File: config.mk
export PLATFORM = sky130hd
export DESIGN_NAME = fetch_unit
export DESIGN_NICKNAME = d
export VERILOG_FILES = /design/src/rtl/cpu_pkg.sv /design/src/rtl/fetch_unit_next_pc.sv /design/src/rtl/fetch_unit.sv
export SDC_FILE = /design/constraint.sdc
export NUM_CORES = 1
export LEC_CHECK = 0
export ABC_AREA = 1
export CAP_MARGIN = 5
export CORE_UTILIZATION = 49
export DETAILED_ROUTE_END_ITERATION = 7
export PLACE_DENSITY = 0.82
export SLEW_MARGIN = 15
export SYNTH_ARGS = -nofsm -noshare
export SYNTH_HDL_FRONTEND = slang
export SYNTH_SLANG_ARGS = --single-unit
File: constraint.sdc
create_clock -name clk -period 3.5 [get_ports clk]
set_input_delay 0.7 -clock clk [delete_from_list [all_inputs] [get_ports clk]]
set_output_delay 0.7 -clock clk [all_outputs]
set_load 0.01 [all_outputs]
File: src/rtl/cpu_pkg.sv
// Shared CPU definitions: opcodes, instruction field positions, fetch states.
package cpu_pkg;

  localparam logic [5:0] OP_RTYPE = 6'h00;
  localparam logic [5:0] OP_LW    = 6'h23;
  localparam logic [5:0] OP_SW    = 6'h2B;
  localparam logic [5:0] OP_BEQ   = 6'h04;
  localparam logic [5:0] OP_J     = 6'h02;

  localparam int OP_MSB     = 31;
  localparam int OP_LSB     = 26;
  localparam int RS_MSB     = 25;
  localparam int RS_LSB     = 21;
  localparam int RT_MSB     = 20;
  localparam int RT_LSB     = 16;
  localparam int RD_MSB     = 15;
  localparam int RD_LSB     = 11;
  localparam int SHAMT_MSB  = 10;
  localparam int SHAMT_LSB  = 6;
  localparam int FUNC_MSB   = 5;
  localparam int FUNC_LSB   = 0;
  localparam int IMM_MSB    = 15;
  localparam int IMM_LSB    = 0;
  localparam int TARGET_MSB = 25;
  localparam int TARGET_LSB = 0;

  localparam int PC_STEP = 4;

  typedef enum logic [1:0] {
    IDLE,
    REQ,
    VALID
  } fetch_state_t;

endpackage

File: src/rtl/fetch_unit_next_pc.sv
// Combinational next-PC selection: sequential, PC-relative branch, or pseudo-direct jump.
module next_pc
  import cpu_pkg::*;
#(
  parameter int ADDR_W = 32
) (
  input  logic [ADDR_W-1:0] pc,
  input  logic [15:0]       imm,
  input  logic [25:0]       target,
  input  logic              branch,
  input  logic              jump,
  output logic [ADDR_W-1:0] next_addr
);

  logic [ADDR_W-1:0] p4;
  logic [ADDR_W-1:0] br_off;
  logic [ADDR_W-1:0] jmp_addr;

  assign p4     = pc + ADDR_W'(PC_STEP);
  assign br_off = {{(ADDR_W-18){imm[15]}}, imm, 2'b00};

  // Jump keeps the region bits of pc+4 above the 28-bit target window.
  generate
    if (ADDR_W > 28) begin : g_jmp_region
      assign jmp_addr = {p4[ADDR_W-1:28], target, 2'b00};
    end else begin : g_jmp_flat
      assign jmp_addr = {target, 2'b00};
    end
  endgenerate

  always_comb begin
    next_addr = p4;
    if (jump) begin
      next_addr = jmp_addr;
    end else if (branch) begin
      next_addr = p4 + br_off;
    end
  end

endmodule

File: src/rtl/fetch_unit.sv
// Instruction-fetch stage: owns the PC, fetches over req/ack, hands split fields to the decoder.
// Optional FETCH_PERF_CNT_EN adds fetch_count/redirect_count outputs.
//
// state | meaning
// IDLE  | one bubble after reset, no request
// REQ   | imem_req high at pc, waiting for imem_ack
// VALID | instruction held, fields valid until instr_accept
module fetch_unit
  import cpu_pkg::*;
#(
  parameter int              ADDR_W   = 32,
  parameter logic [ADDR_W-1:0] RESET_PC = '0
) (
  input  logic              clk,
  input  logic              rst,
  output logic              imem_req,
  output logic [ADDR_W-1:0] imem_addr,
  input  logic              imem_ack,
  input  logic [31:0]       imem_rdata,
  output logic              instr_valid,
  input  logic              instr_accept,
  input  logic              branch,
  input  logic              jump,
  output logic [5:0]        op,
  output logic [5:0]        func,
  output logic [4:0]        rs,
  output logic [4:0]        rt,
  output logic [4:0]        rd,
  output logic [4:0]        shamt,
  output logic [15:0]       imm,
  output logic [25:0]       target,
  output logic [ADDR_W-1:0] pc
`ifdef FETCH_PERF_CNT_EN
  ,
  output logic [31:0]       fetch_count,
  output logic [31:0]       redirect_count
`endif
);

  fetch_state_t      state;
  logic [31:0]       instr;
  logic [ADDR_W-1:0] pc_next;

  assign op        = instr[OP_MSB:OP_LSB];
  assign rs        = instr[RS_MSB:RS_LSB];
  assign rt        = instr[RT_MSB:RT_LSB];
  assign rd        = instr[RD_MSB:RD_LSB];
  assign shamt     = instr[SHAMT_MSB:SHAMT_LSB];
  assign func      = instr[FUNC_MSB:FUNC_LSB];
  assign imm       = instr[IMM_MSB:IMM_LSB];
  assign target    = instr[TARGET_MSB:TARGET_LSB];
  assign imem_addr = pc;

  next_pc #(
    .ADDR_W(ADDR_W)
  ) u_next_pc (
    .pc       (pc),
    .imm      (imm),
    .target   (target),
    .branch   (branch),
    .jump     (jump),
    .next_addr(pc_next)
  );

  always_ff @(posedge clk) begin
    if (rst) begin
      state       <= IDLE;
      pc          <= RESET_PC;
      instr       <= '0;
      imem_req    <= 1'b0;
      instr_valid <= 1'b0;
    end else begin
      case (state)
        IDLE: begin
          state    <= REQ;
          imem_req <= 1'b1;
        end
        REQ: begin
          if (imem_ack) begin
            instr       <= imem_rdata;
            state       <= VALID;
            imem_req    <= 1'b0;
            instr_valid <= 1'b1;
          end
        end
        VALID: begin
          if (instr_accept) begin
            pc          <= pc_next;
            state       <= REQ;
            imem_req    <= 1'b1;
            instr_valid <= 1'b0;
          end
        end
        default: begin
          state       <= IDLE;
          imem_req    <= 1'b0;
          instr_valid <= 1'b0;
        end
      endcase
    end
  end

`ifdef FETCH_PERF_CNT_EN
  always_ff @(posedge clk) begin
    if (rst) begin
      fetch_count    <= '0;
      redirect_count <= '0;
    end else if (state == VALID && instr_accept) begin
      fetch_count <= fetch_count + 32'd1;
      if (branch || jump) begin
        redirect_count <= redirect_count + 32'd1;
      end
    end
  end
`endif

endmodule

Word-level counts from Yosys, hierarchy flattened
Cells that the tools add are included.
{ "classes": {"eq_ne": 4, "addsub": 2, "bitwise_logic": 1, "mux": 11, "reduce_logical": 5} }
{ "op_table": {"columns": ["op", "count"], "rows": [
  ["$mux 32", 2],
  ["$add 32x3->32 const B", 1],
  ["$add 32x32->32", 1],
  ["$pmux 1 s3", 2],
  ["$pmux 2 s3", 1],
  ["$reduce_and 2->1", 3],
  ["$mux 1", 4],
  ["$mux 2", 2],
  ["$ne 2x2->1 const B", 2],
  ["$reduce_and 3->1", 1],
  ["$eq 2x1->1 const B", 1],
  ["$eq 2x2->1 const B", 1],
  ["$logic_not 2->1", 1],
  ["$not 1->1", 1]
]} }
{ "word_totals": {"inputBits": 38, "reg_bits": 68, "elab_cells": 28, "out_inout_bits": 140} }

Depth between registers and ports, before layout
Gate-level depths: netlist of the first run.
{ "logic_depth": {"depth_word": 4, "mapped_depth": 22} }

By module
A second synthesis of the first run with hierarchy kept.
{ "hier_totals": {"hier_cells": 1235, "hier_area_um2": 6905.4} }
{ "modules_own_cells": {"columns": ["mod", "instances", "area_per_inst_um2", "cells_per_inst"], "rows": [
  ["next_pc", 1, 3616.0, 737],
  ["fetch_unit", 1, 3289.4, 498]
]} }

Least setup slack after synthesis of the first run
Ideal clock, no wire load.
{ "synth_timing": {"path_type": "reg-to-reg", "startpoint": "register pc[3], in the netlist imem_addr[3]", "endpoint": "register pc[24], in the netlist imem_addr[24]", "path_slack_ps": 828, "required_ps": 3430, "setup_ps": 70, "arrival_time_ps": 2603, "path_buffers": 0, "stages_incl_launch_ff": 20, "cell_sequence": "dfxtp_1 -> ha_1 -> nand2_1 -> nor2_1 -> nand2_1 -> nor2_2 -> nand2_1 -> xor2_1 -> inv_1 -> ha_1 -> nand2_1 -> nor2_1 -> inv_1 -> nor3_1 -> nand3_1 -> nand3_1 -> nand2_1 -> nand3_1 -> nand2_1 -> a21oi_1"} }
{ "synth_via": {"elab_chain_len": 4} }
{ "synth_lines": {"columns": ["element", "line", "rtl"], "rows": [
  ["start: declaration", "fetch_unit.sv:32", "output logic [ADDR_W-1:0] pc"],
  ["start signal: assignment", "fetch_unit.sv:88", "pc <= pc_next;"],
  ["$add 32x3->32 *", "fetch_unit_next_pc.sv:19", "assign p4 = pc + ADDR_W'(PC_STEP);"],
  ["$add 32x32->32", "fetch_unit_next_pc.sv:36", "next_addr = p4 + br_off;"],
  ["$mux 32 *", "fetch_unit_next_pc.sv:35", "end else if (branch) begin"],
  ["$mux 32 *", "fetch_unit_next_pc.sv:33", "if (jump) begin"]
]} }
Every way passes the cells marked *; elsewhere a longest branch is shown, timed or not.
A chain may end at the register's enable or synchronous reset.

Worst setup path in the final report of the first run
{ "layout_timing": {"startpoint": "register pc[3], in the netlist imem_addr[3]", "endpoint": "register pc[26], in the netlist imem_addr[26]"} }
The elaborated chain is that of the path after synthesis.

==> results of run 1 <==
==> cells in the mapped netlist, types with 21 or more instances <==
cell,n,area share [%]
o21ai_0,73,5.9
dfxtp_1,65,21
clkbuf_1,23,1.4
inv_1,116,7.0
nor2_1,127,7.7
ha_1,37,7.5
buf_4,77,9.4
nand3_1,54,4.4
xor2_1,21,3.0
nand2_1,238,14
a21oi_1,84,6.8
==> power by group through the flow <==
stage	Clock [uW]	Sequential (uW)	Combinational, uW
final	925	836	549
after global routing	963	841	591
after CTS	932	834	543
after detailed placement	0	849	538
after global placement	0	848	532
after floorplan	0	858	293
==> cell families (layout without fill, tap and decap cells) <==
logic type	Yosys count	count (layout)	synth area share (%)
xor+xnor	31	31	4.39
simple gates	470	470	32.1
flops	65	65	21.0
fa+ha+maj	38	38	7.81
compound gates	188	188	16.3
other cells	1	4	0.0607
buf+inv	224	327	18.3
==> sequential cells by signal, summed over array words and instances (netlist names) <==
| register | cells |
|---|---|
| imem_addr | 30 |
| instr | 32 |
| instr_valid | 1 |
| state | 2 |
==> worst max-delay path: stages (launching register included) <==
cell and delay, ns:
dfxtp_1 0.44, ha_1 0.24, nand2_1 0.08, nor2_2 0.16, nand2_1 0.17, nor2_2 0.16, nand3_1 0.10, xor2_1 0.25
inv_1 0.12, ha_1 0.39, nand2_1 0.18, nor3_1 0.28, nand3_1 0.14, nand4_1 0.11, nand3_1 0.16, nand2_1 0.13
a21oi_1 0.07
==> layer usage <==
layer  GRT usage, %  up-vias
met4           11.7        0
met5              0        -
met3           6.72       54
li1               -     3391
met2           50.9      399
met1           45.3     3143
==> how the worst max path moves through the flow <==
stage                            endpoint  cells after the start  slack (ns)                       from
2_1_floorplan  imem_addr[24]$_SDFFE_PP0P_                     19        0.83  imem_addr[3]$_SDFFE_PP0P_
3_3_place_gp   imem_addr[27]$_SDFFE_PP0P_                     18        0.26  imem_addr[3]$_SDFFE_PP0P_
3_5_place_dp   imem_addr[27]$_SDFFE_PP0P_                     18        0.24  imem_addr[3]$_SDFFE_PP0P_
4_1_cts        imem_addr[27]$_SDFFE_PP0P_                     19        0.21  imem_addr[3]$_SDFFE_PP0P_
5_1_grt        imem_addr[26]$_SDFFE_PP0P_                     16        0.01  imem_addr[3]$_SDFFE_PP0P_
6_report       imem_addr[26]$_SDFFE_PP0P_                     16        0.21  imem_addr[3]$_SDFFE_PP0P_
==> cell type report <==
cell class | count | area (sq um)
tap | 168 | 210
clock inverter | 7 | 71.3
multi-input combinational | 731 | 3770
sequential | 65 | 1300
timing repair buffer | 190 | 1870
fill | 1103 | 4260
clock buffer | 9 | 225
inverter | 121 | 454
==> stage by stage <==
step	std cells	power, uW	hold slack (ns)	cell area, sq um	worst slack [ns]
after detailed placement	1275	1390	0.497	7600	0.242
after global routing	1291	2400	0.538	7910	0.0129
after global placement	1275	1380	0.495	7600	0.262
after floorplan	1020	1150	0.459	6190	0.828
final	1291	2310	0.512	7910	0.207
after CTS	1291	2310	0.511	7900	0.208
==> metrics.md, run 1 <==
| Metric | Value |
|---|---|
| I/O Buffers | 173 |
| Reg2Reg Depth | 16 |
| Die height | 114 um |
| Status | complete, no violations |
| Pwr/cell area | 292 mW/mm^2 |
| Reg2Reg Setup Slack | 0.21 ns |
| Initial Util | between 50% and 60% |
| Startpoint types | flop |
| Hold Fails Final Rpt | 0 |
| HPWL after detailed placement | about 16000 um |
| Register area share after synthesis | about a fifth |
| Overall routing resource usage | about a third |
| Met3 WL | approximately 2300 um |
| Mapped Avg Cell Area | around 6.1 sq um |
| Mapped cell area | 0.00618 sq mm |
| Post-Route WL | between 20000 and 25000 um |
| N_diodes | 0 |
| Cts bufs inserted | 9 |
| Hold_buf cts | 0 |
| Leakage Power | between 0.003 and 0.004 uW |
| Max_cap viols | 0 |
| Fin crit share | roughly 94% |
| Switching fraction of total power | slightly above 30% |
| Io pins | around 180 |
| Synth async-reset ratio | 0% |
| Netlist cell types | 40 |
| Total gr overflow | 0 |
| Clock sinks | 65 |
| Largest net degree at the start of global routing | 40 |
| RSZ-0062 raised after global routing | false |
| Worst-Margin Slew | 0.736 ns |
| Net Switching | slightly above 700 uW |
| Post-route DRC violation count | 0 |
| Data arrival, critical path | about 3.5 ns |
| Max FO, Critical Path | 7 |
| Antenna-violating nets left | 0 |
| Min-Delay Endpoint | instr_valid$_SDFFE_PP0P_ |
| Nets@finish | ~1200 |
| Setup-failing EPs final | 0 |
| Later-pin clock latency in the skew report | between 0.3 and 0.4 ns |
| Synthesis-to-layout area growth | 27.9% |
| Clk_skew | ~0.0087 ns |
| RR Startpoint | imem_addr[3]$_SDFFE_PP0P_ |
| Reg-to-reg endpoint | imem_addr[26]$_SDFFE_PP0P_ |
| CTS Root Cell | clkbuf_16 |
| Hold Path Depth | 1 |
| Number of enable flip-flop cells after synthesis | 0 |
| Reg power frac | between 30% and 40% |
| Initial antenna violation count | 0 |
| Comb pwr share | a little under a quarter |
| DR pass1 iterations | 5 |
| Setup TNS | 0 ns |
| Commonest non-fill, non-tap cell in the layout | nand2_1 |
| Post-CTS sizing | 0 |
| Clk buf depth | 2 |
| Total core area | approximately 0.012 sq mm |
| Slew margin rel. | 50.8% |
| Final Max Slew Viols | 0 |
| Met1 wire length | ~9100 um |
| Yosys reg bits | 65 |
| Mapped Cells | 1017 |
| Worst setup EP type | flop |
| First-pass GRT wire length | 33400 um |
| Final core utilization | between 60 and 70% |
| Die width | 114 um |
| Rows | 40 |
| DIE AREA | about 0.013 sq mm |
| Hold_sp | state[1]$_SDFFE_PP0P_ |
| Routed met2 length | 9240 um |
| Routability cong. | 1.04 |
| Final min period | between 3 and 4 ns |
| Commonest non-fill, non-tap cells in the layout | 238 x nand2_1, 173 x clkdlybuf4s50_1, 125 x nor2_1 |
| Vias in the first global route | ~6400 |
| Hold crit path type | reg -> reg |
| H-tree levels | 3 |
| Share of cells above drive strength 1 | under 10% |
| DR vias/cell | between 5 and 6 |
| Synth Flop Type | dfxtp_1 |
| Yosys warnings | 0 |
| Via Count | around 7000 |
| Critical path class | reg -> reg |
| TritonCTS clock tree | yes |
| Iteration-0 DRC Markers | between 800 and 900 |
| Peak VDD IR | 0.252 mV |
| Routed WL per cell | between 15 and 20 um |
| Fmax | between 300 and 400 MHz |
| Required @ worst endpoint | around 3.7 ns |
| Clock transition at path regs | around 0.06 ns |
| Clock power frac | between 40% and 50% |
| Int Pwr | 1600 uW |
| Max Used Layer | met4 |
| Postcts setup bufs | 0 |
Note: power is estimated with default switching activity, not from simulation.
==> inputs of run 2 (changes only) <==
--- a/config.mk
+++ b/config.mk
@@ -10,7 +10,6 @@
 export CORE_UTILIZATION = 49
 export DETAILED_ROUTE_END_ITERATION = 7
 export PLACE_DENSITY = 0.82
-export SLEW_MARGIN = 15
 export SYNTH_ARGS = -nofsm -noshare
 export SYNTH_HDL_FRONTEND = slang
 export SYNTH_SLANG_ARGS = --single-unit
==> constraint.sdc (replaced) <==
create_clock -name clk -period 3.5 [get_ports clk]
set_input_delay 0.7 -clock clk [delete_from_list [all_inputs] [get_ports clk]]
set_output_delay 0.7 -clock clk [all_outputs]
set_load 0.05 [all_outputs]
==> run 2 against run 1 <==
Net effect: sequential power up 0.5%; power up 15%; register-to-register slack better by 0.04 ns; combinational power up 46%; cell area up 0.78%; highest routed layer unchanged; largest power group unchanged.
==> metrics.md, run 2 (synthesized netlist as in run 1, its figures left out) <==
| Metric | Value |
|---|---|
| Via Count | about 7000 |
| DIE AREA | 0.0131 sq mm |
| Net Switching | 987 uW |
| Total core area | between 0.01 and 0.015 sq mm |
| Iteration-0 DRC Markers | 715 |
| Antenna-violating nets left | 0 |
| Clock sinks | 65 |
| Share of cells above drive strength 1 | approximately 6.1% |
| Initial Util | between 50% and 60% |
| CP Cell Sequence | ha_1, nand2_1, nor2_2, nand2_1, nor2_2, nand2_1, xor2_1, inv_1, ha_1, nand2_1, nor2_1, nand2_1, a21oi_1, nor2_1, nand2_1, nand2_1, nand3_1, nand2_1, a21oi_1 |
| Routability cong. | 1.02 |
| Largest register FFs | 32 |
| Final min period | approximately 3.3 ns |
| Required @ worst endpoint | 3.77 ns |
| Critical path class | reg -> reg |
| Routed met2 length | about 9400 um |
| First-pass GRT wire length | between 30000 and 40000 um |
| Cells after DPL | between 1000 and 1500 |
| CP max-delay cell | dfxtp_1 |
| Tot Pwr | 2660 uW |
| Vias in the first global route | roughly 6500 |
| Commonest non-fill, non-tap cells in the layout | 238 x nand2_1, 173 x clkdlybuf4s50_1, 125 x nor2_1 |
| Status | complete, no violations |
| Slew margin rel. | between 50% and 60% |
| Clk_skew | between 0.01 and 0.015 ns |
| Final std cells w/o fill | approximately 1300 |
| DR vias/cell | between 5 and 6 |
| CTS Root Cell | clkbuf_16 |
| Reg power frac | 31.6% |
| Synthesis-to-layout area growth | 28.9% |
| Top reg by flops | instr |
| WHS | just over 0.5 ns |
| Final Max Slew Viols | 0 |
| Overall routing resource usage | between 30% and 40% |
| Post-Route WL | roughly 22000 um |
| Clock power frac | a little under two fifths |
| TritonCTS clock tree | yes |
| DR pass1 iterations | 6 |
| Total gr overflow | 0 |
| Post-route DRC violation count | 0 |
| Die height | about 110 um |
| Later-pin clock latency in the skew report | 0.34 ns |
| Setup-failing EPs final | 0 |
| Clk buf depth | 2 |
| Switching fraction of total power | a little under two fifths |
| Max Used Layer | met4 |
| Largest net degree at the start of global routing | 55 |
| Hold Fails Final Rpt | 0 |
| Hold crit path type | reg -> reg |
| Rows | 40 |
| H-tree levels | 3 |
| HPWL after detailed placement | approximately 17000 um |
| Cts bufs inserted | 9 |
| Routed WL per cell | 16.7 um |
| Pwr/cell area | ~330 mW/mm^2 |
| Initial antenna violation count | 0 |
| Worst setup EP type | flop |
| Clock transition at path regs | about 0.060 ns |
| Placed Area | 0.00763 sq mm |
| Commonest non-fill, non-tap cell in the layout | nand2_1 |
| Max FO, Critical Path | 7 |
| Leakage Power | around 0.0038 uW |
| Nets@finish | between 1000 and 1500 |
| Max_cap viols | 0 |
| Io pins | 178 |
| Design Area, Final | about 0.0080 sq mm |
| Comb pwr share | a little under a third |
| Fmax | roughly 310 MHz |
| Met3 WL | 2150 um |
| Peak VDD IR | ~0.35 mV |
| Startpoint types | flop |
| I/O Buffers | approximately 170 |
| Data arrival, critical path | about 3.5 ns |
| Met1 wire length | around 9400 um |
| Fin crit share | between 90 and 100% |
| Largest stage delay, worst path | 0.44 ns |
| Worst-Margin Slew | 0.713 ns |
| Most common cell type on the critical path | nand2_1 |
| N_diodes | 0 |
| Int Pwr | approximately 1700 uW |
| Die width | about 110 um |
[run 2: cell count changes in the layout (fill, tap and decap cells not counted), sizes merged]
cell / change
clkinv: -2
clkinvlp: +1
buf: +6
bufinv: +1
[run 2: final timing paths]
| check | depth (start not counted) | slack, ns | endpoint | start |
|---|---|---|---|---|
| worst max-delay path | 19 | 0.25 | imem_addr[27]$_SDFFE_PP0P_ | imem_addr[2]$_SDFFE_PP0P_ |
| worst min-delay path | 2 | 0.51 | instr[29]$_SDFFE_PP0P_ | instr[29]$_SDFFE_PP0P_ |
| worst max register to register | 19 | 0.25 | imem_addr[27]$_SDFFE_PP0P_ | imem_addr[2]$_SDFFE_PP0P_ |
| worst min register to register | 2 | 0.51 | instr[29]$_SDFFE_PP0P_ | instr[29]$_SDFFE_PP0P_ |
[run 2: repair_timing]
item	in CTS	in global routing
setup endpoints to repair	0	9
setup buffers	0	0
resized for setup	0	5
hold buffers	0	0
[run 2: power groups by stage]
stage                     registers, uW  clock network [uW]  logic, uW
after CTS                           839                1010        795
after global placement              854                   0        786
after detailed placement            854                   0        791
final                               840                1020        801
after floorplan                     973                   0        439
after global routing                846                1030        846
[run 2: layer usage]
| metal | track usage (%) | up-vias |
|---|---|---|
| li1 | - | 3396 |
| met1 | 46.2 | 3177 |
| met2 | 52.7 | 378 |
| met3 | 5.93 | 46 |
| met4 | 11.9 | 0 |
| met5 | 0 | - |
[run 2: critical path, delay by kind of cell (launching register included)]
family / cells / cell delay [ns]
simple gates: 13 / 1.59
buf+inv: 1 / 0.07
fa+ha+maj: 2 / 0.61
compound gates: 2 / 0.29
flops: 1 / 0.44
xor+xnor: 1 / 0.18
[run 2: final cells by class]
class	instances	area [sq um]
Clock buffer	9	225
Sequential cell	65	1310
Tap cell	168	210
Timing Repair Buffer	196	1900
Multi-Input combinational cell	731	3770
Inverter	121	454
Fill cell	1129	4190
Clock inverter	7	95.1
[run 2: through the flow]
stage / util [%] / worst slack (ns) / TNS, ns
3_5_place_dp: 62.8 / 0.223 / 0
5_1_grt: 65.5 / -0.00487 / -0.00576
3_3_place_gp: 62.8 / 0.231 / 0
4_1_cts: 65.4 / 0.202 / 0
6_report: 65.5 / 0.248 / 0
2_1_floorplan: - / 0.502 / 0
